### config.mk
export PLATFORM = sky130hd
export DESIGN_NAME = tug_referee
export DESIGN_NICKNAME = d
export VERILOG_FILES = /design/src/rtl/tug_referee.sv
export SDC_FILE = /design/constraint.sdc
export NUM_CORES = 1
export LEC_CHECK = 0
export ABC_AREA = 1
export CORE_MARGIN = 5
export CORE_UTILIZATION = 45
export CTS_BUF_LIST = sky130_fd_sc_hd__clkbuf_8
export DETAILED_ROUTE_END_ITERATION = 10
export PLACE_DENSITY_LB_ADDON = 0.25
export SLEW_MARGIN = 20
export SYNTH_ARGS = -nofsm -noshare
export SYNTH_HDL_FRONTEND = slang
export SYNTH_SLANG_ARGS = --single-unit
export TNS_END_PERCENT = 30
### constraint.sdc
create_clock -name clk -period 2.7 [get_ports clk]
set_input_delay 0.54 -clock clk [delete_from_list [all_inputs] [get_ports clk]]
set_output_delay 0.54 -clock clk [all_outputs]
set_load 0.005 [all_outputs]
### src/rtl/tug_referee.sv
// Tug-of-war referee: detects round wins from the end lights and press
// pulses, keeps both scores, freezes play for a hold window, then pulses
// playAgain to re-centre the light chain. Latches game-over at MAX_SCORE.
module tug_referee #(
  parameter int SCORE_W     = 3,
  parameter int MAX_SCORE   = 7,
  parameter int HOLD_CYCLES = 4
) (
  input  logic               clk,
  input  logic               reset,
  input  logic               L,
  input  logic               R,
  input  logic               leftEnd,
  input  logic               rightEnd,
  output logic               playAgain,
  output logic [SCORE_W-1:0] leftScore,
  output logic [SCORE_W-1:0] rightScore,
  output logic [1:0]         winner,
  output logic               gameOver
);

  localparam int CNT_W = $clog2(HOLD_CYCLES + 1);
  localparam logic [CNT_W-1:0]   HOLD_LOAD = CNT_W'(HOLD_CYCLES - 1);
  localparam logic [SCORE_W-1:0] MAX_S     = SCORE_W'(MAX_SCORE);

  typedef enum logic [1:0] {
    ST_PLAY    = 2'd0,
    ST_HOLD    = 2'd1,
    ST_RESTART = 2'd2,
    ST_OVER    = 2'd3
  } state_t;

  state_t             state_q, state_d;
  logic [CNT_W-1:0]   hold_cnt_q, hold_cnt_d;
  logic [SCORE_W-1:0] left_score_q, left_score_d;
  logic [SCORE_W-1:0] right_score_q, right_score_d;
  logic [1:0]         winner_q, winner_d;

  logic               left_win_s;
  logic               right_win_s;
  logic [SCORE_W-1:0] left_inc_s;
  logic [SCORE_W-1:0] right_inc_s;

  // A simultaneous press or both ends lit (illegal light state) never wins.
  assign left_win_s  = leftEnd  & L & ~R & ~rightEnd;
  assign right_win_s = rightEnd & R & ~L & ~leftEnd;
  assign left_inc_s  = left_score_q  + SCORE_W'(1);
  assign right_inc_s = right_score_q + SCORE_W'(1);

  // State and datapath registers; reset aborts any hold or game-over at once.
  always_ff @(posedge clk or negedge reset) begin
    if (!reset) begin
      state_q       <= ST_PLAY;
      hold_cnt_q    <= '0;
      left_score_q  <= '0;
      right_score_q <= '0;
      winner_q      <= 2'b00;
    end else begin
      state_q       <= state_d;
      hold_cnt_q    <= hold_cnt_d;
      left_score_q  <= left_score_d;
      right_score_q <= right_score_d;
      winner_q      <= winner_d;
    end
  end

  // Next state, score, winner and hold count; inputs only matter in PLAY.
  always_comb begin
    state_d       = state_q;
    hold_cnt_d    = hold_cnt_q;
    left_score_d  = left_score_q;
    right_score_d = right_score_q;
    winner_d      = winner_q;
    case (state_q)
      ST_PLAY: begin
        if (left_win_s) begin
          left_score_d = left_inc_s;
          winner_d     = 2'b10;
          if (left_inc_s == MAX_S) begin
            state_d = ST_OVER;
          end else begin
            state_d    = ST_HOLD;
            hold_cnt_d = HOLD_LOAD;
          end
        end else if (right_win_s) begin
          right_score_d = right_inc_s;
          winner_d      = 2'b01;
          if (right_inc_s == MAX_S) begin
            state_d = ST_OVER;
          end else begin
            state_d    = ST_HOLD;
            hold_cnt_d = HOLD_LOAD;
          end
        end else begin
          state_d = ST_PLAY;
        end
      end
      ST_HOLD: begin
        if (hold_cnt_q == '0) begin
          state_d = ST_RESTART;
        end else begin
          hold_cnt_d = hold_cnt_q - CNT_W'(1);
        end
      end
      ST_RESTART: state_d = ST_PLAY;
      ST_OVER:    state_d = ST_OVER;
      default:    state_d = ST_PLAY;
    endcase
  end

  // Moore outputs decoded purely from registered state.
  always_comb begin
    playAgain  = (state_q == ST_RESTART);
    gameOver   = (state_q == ST_OVER);
    leftScore  = left_score_q;
    rightScore = right_score_q;
    winner     = winner_q;
  end

endmodule

==> impl_metrics.env <==
export IMPL_status="completed"
export IMPL_setup_violations_final=0
export IMPL_globalRouteTotalUtil=0.114
export IMPL_grt_pass1_wl_um=2280
export IMPL_die_w_um=50.9
export IMPL_coreArea_mm2=0.00154
export IMPL_cts_root_buf="clkbuf_8"
export IMPL_slew_headroom=0.607
export IMPL_synth_avg_cell_area_um2=8.46
export IMPL_power_share_clock=0.443
export IMPL_p_sw_frac=0.203
export IMPL_finalCoreUtilization=0.628
export IMPL_cts_htree_levels=1
export IMPL_slowest_stage="clkdlybuf4s50_1"
export IMPL_cts_hold_buf=0
export IMPL_worst_path_max_fanout=7
export IMPL_layout_min_cycle_time_ps=1910
export IMPL_min_from="winner[1]"
export IMPL_whs_endpoint="winner[1]"
export IMPL_first_pass_iters=3
export IMPL_wl_um=1310
export IMPL_num_antenna_cells=0
export IMPL_antenna_found_initial=0
export IMPL_clkTransAtPathRegs_ps=50
export IMPL_power_frac_seq=0.513
export IMPL_grt_overflow_total=0
export IMPL_p_per_area_mw_per_mm2=393
export IMPL_yosysSeqAreaShare=0.432
export IMPL_critPathRequiredTime_ps=2160
export IMPL_area_growth_pct=28.6
export IMPL_initial_core_util=0.489
export IMPL_cpPeakStageDelay_ps=490
export IMPL_switching_power_uw=77.3
export IMPL_crit_chain="nand2_1 -> inv_1 -> clkdlybuf4s50_1"
export IMPL_vdd_drop_max_uv=275
export IMPL_whs_ps=484
export IMPL_final_common_cell="nand2_1"
export IMPL_tightest_slew_ps=587
export IMPL_nNetsFinal=121
export IMPL_ctsResizeCount=0
export IMPL_syn_nets=101
export IMPL_skew_ps=0.388
export IMPL_syn_inst=89
export IMPL_fin_tns_setup_ps=0
export IMPL_post_cts_setup_buffers=0
export IMPL_rr_worst_depth=7
export IMPL_synthesis_area_um2=753
export IMPL_clockBufferDepth=2
export IMPL_drtIter0Drc=10
export IMPL_p_comb_frac=0.045
export IMPL_rsz0062_at_grt="false"
export IMPL_cts_tree="done"
export IMPL_ios=16
export IMPL_synth_distinct_cells=15
export IMPL_ant_nets=0
export IMPL_wire_per_inst_um=10.6
export IMPL_finalWeightedCongestion=0.773
export IMPL_fin_crit_sh=0.707
export IMPL_drive_gt1_frac=0.102
export IMPL_num_rows=14
export IMPL_startpoint_type="flip-flop"
export IMPL_crit_family="buffers and inverters"
export IMPL_dp_hpwl_um=1070
export IMPL_max_clock_freq_ghz=0.524
export IMPL_min_path_type="flip-flop to flip-flop"
export IMPL_hold_depth=2
export IMPL_regToRegEndpoint="hold_cnt_q[0]"
export IMPL_critPathKind="flip-flop to output port"
export IMPL_endpoint_kind="output port"
export IMPL_yosys_warnings=0
export IMPL_max_cap_viol_count=0
export IMPL_cts_inserted_buffers=3
export IMPL_dieArea_mm2=0.00259
export IMPL_mostFrequentLayoutCells="nand2_1, inv_1, clkdlybuf4s50_1"
export IMPL_port_buffers=15
export IMPL_report_final_slew_viol_count=0
export IMPL_insertion_delay_ps=240
export IMPL_rr_startpoint="hold_cnt_q[0]"
export IMPL_via_per_inst=4.86
export IMPL_path_buf_inv=2
export IMPL_dr_total_vias=603
export IMPL_drc=0
export IMPL_grt_max_degree=14
export IMPL_grt_pass1_vias=575
export IMPL_finalHoldViolCount=0
export IMPL_ys_ff_latch=13
export IMPL_critPathArrivalTime_ps=1370
export IMPL_clock_sinks=13
export IMPL_leakagePower_uw=0.000508
export IMPL_die_h_um=50.9
export IMPL_reg2reg_slack_ps=1340
export IMPL_p_int_uw=303
[kinds of logic (layout without fill, tap and decap cells)]
group           Yosys count  after routing  synth area share
buf+inv                  17             36            0.0847
fa+ha+maj                 6              6            0.0997
flops                    13             13             0.432
simple gates             44             44             0.314
compound gates            7              7            0.0465
xor+xnor                  2              2            0.0233
[power by group through the flow]
stage          registers (uW)  logic [uW]  clock network (uW)
2_1_floorplan             198        4.25                   0
3_3_place_gp              198        17.1                   0
3_5_place_dp              198        17.4                   0
4_1_cts                   195        17.5                 173
5_1_grt                   195        19.3                 181
6_report                  195        17.1                 168
[worst max-delay path by stage]
stage,end,from,slack [ps],cells after the start
3_3_place_gp,hold_cnt_q[1],rightEnd,890,9
4_1_cts,gameOver,state_q[0],780,3
3_5_place_dp,hold_cnt_q[0],rightEnd,860,9
2_1_floorplan,hold_cnt_q[0],L,1450,6
6_report,gameOver,state_q[0],790,3
5_1_grt,gameOver,state_q[0],720,3
[registers in the layout, indices dropped and copies added (netlist names)]
register and cells:
hold_cnt_q 3, leftScore 3, rightScore 3, state_q 2
winner 2
[layout make-up]
cell class              instances  area (um^2)
multi-input cells              59          364
flip-flops and latches         13          325
fillers                       140          573
well taps                      16         20.0
repair buffers                 15          150
inverters                      17         63.8
clock inverters                 1         3.75
clock buffers                   3         41.3
[metal layers]
layer | GRT usage | up-vias | part of all wire
met5 | 0 | - | 0
met4 | 0.0766 | 0 | 0.027
met3 | 0.0203 | 4 | 0.065
met2 | 0.169 | 14 | 0.43
met1 | 0.149 | 271 | 0.48
li1 | - | 314 | -
[worst min-delay path, delay by kind of cell (launching register included)]
family / cells / cell delay (ps)
and+or+nand+nor: 2 / 110
DFF: 1 / 350
[synth_stat cells]
library cell / number / area, um^2
nor2_4: 1 / 11.3
dfrtp_1: 13 / 325
nand4_4: 1 / 21.3
nor2_1: 5 / 18.8
nand3_1: 9 / 45.0
nand4_1: 1 / 6.26
xor2_1: 2 / 17.5
a21oi_1: 3 / 15.0
nand2_4: 4 / 45.0
inv_2: 1 / 3.75
o21ai_0: 4 / 20.0
ha_1: 6 / 75.1
inv_1: 16 / 60.1
nor2_2: 1 / 6.26
nand2_1: 22 / 82.6
[stage by stage]
stage | instance area (um^2) | setup slack, ps | instances | total power (uW)
after floorplan | 753 | 1450 | 89 | 203
after global placement | 923 | 892 | 120 | 215
after detailed placement | 923 | 856 | 120 | 216
after CTS | 968 | 782 | 124 | 386
after global routing | 968 | 720 | 124 | 395
final | 968 | 791 | 124 | 380
Power figures use the tool's default switching activity.
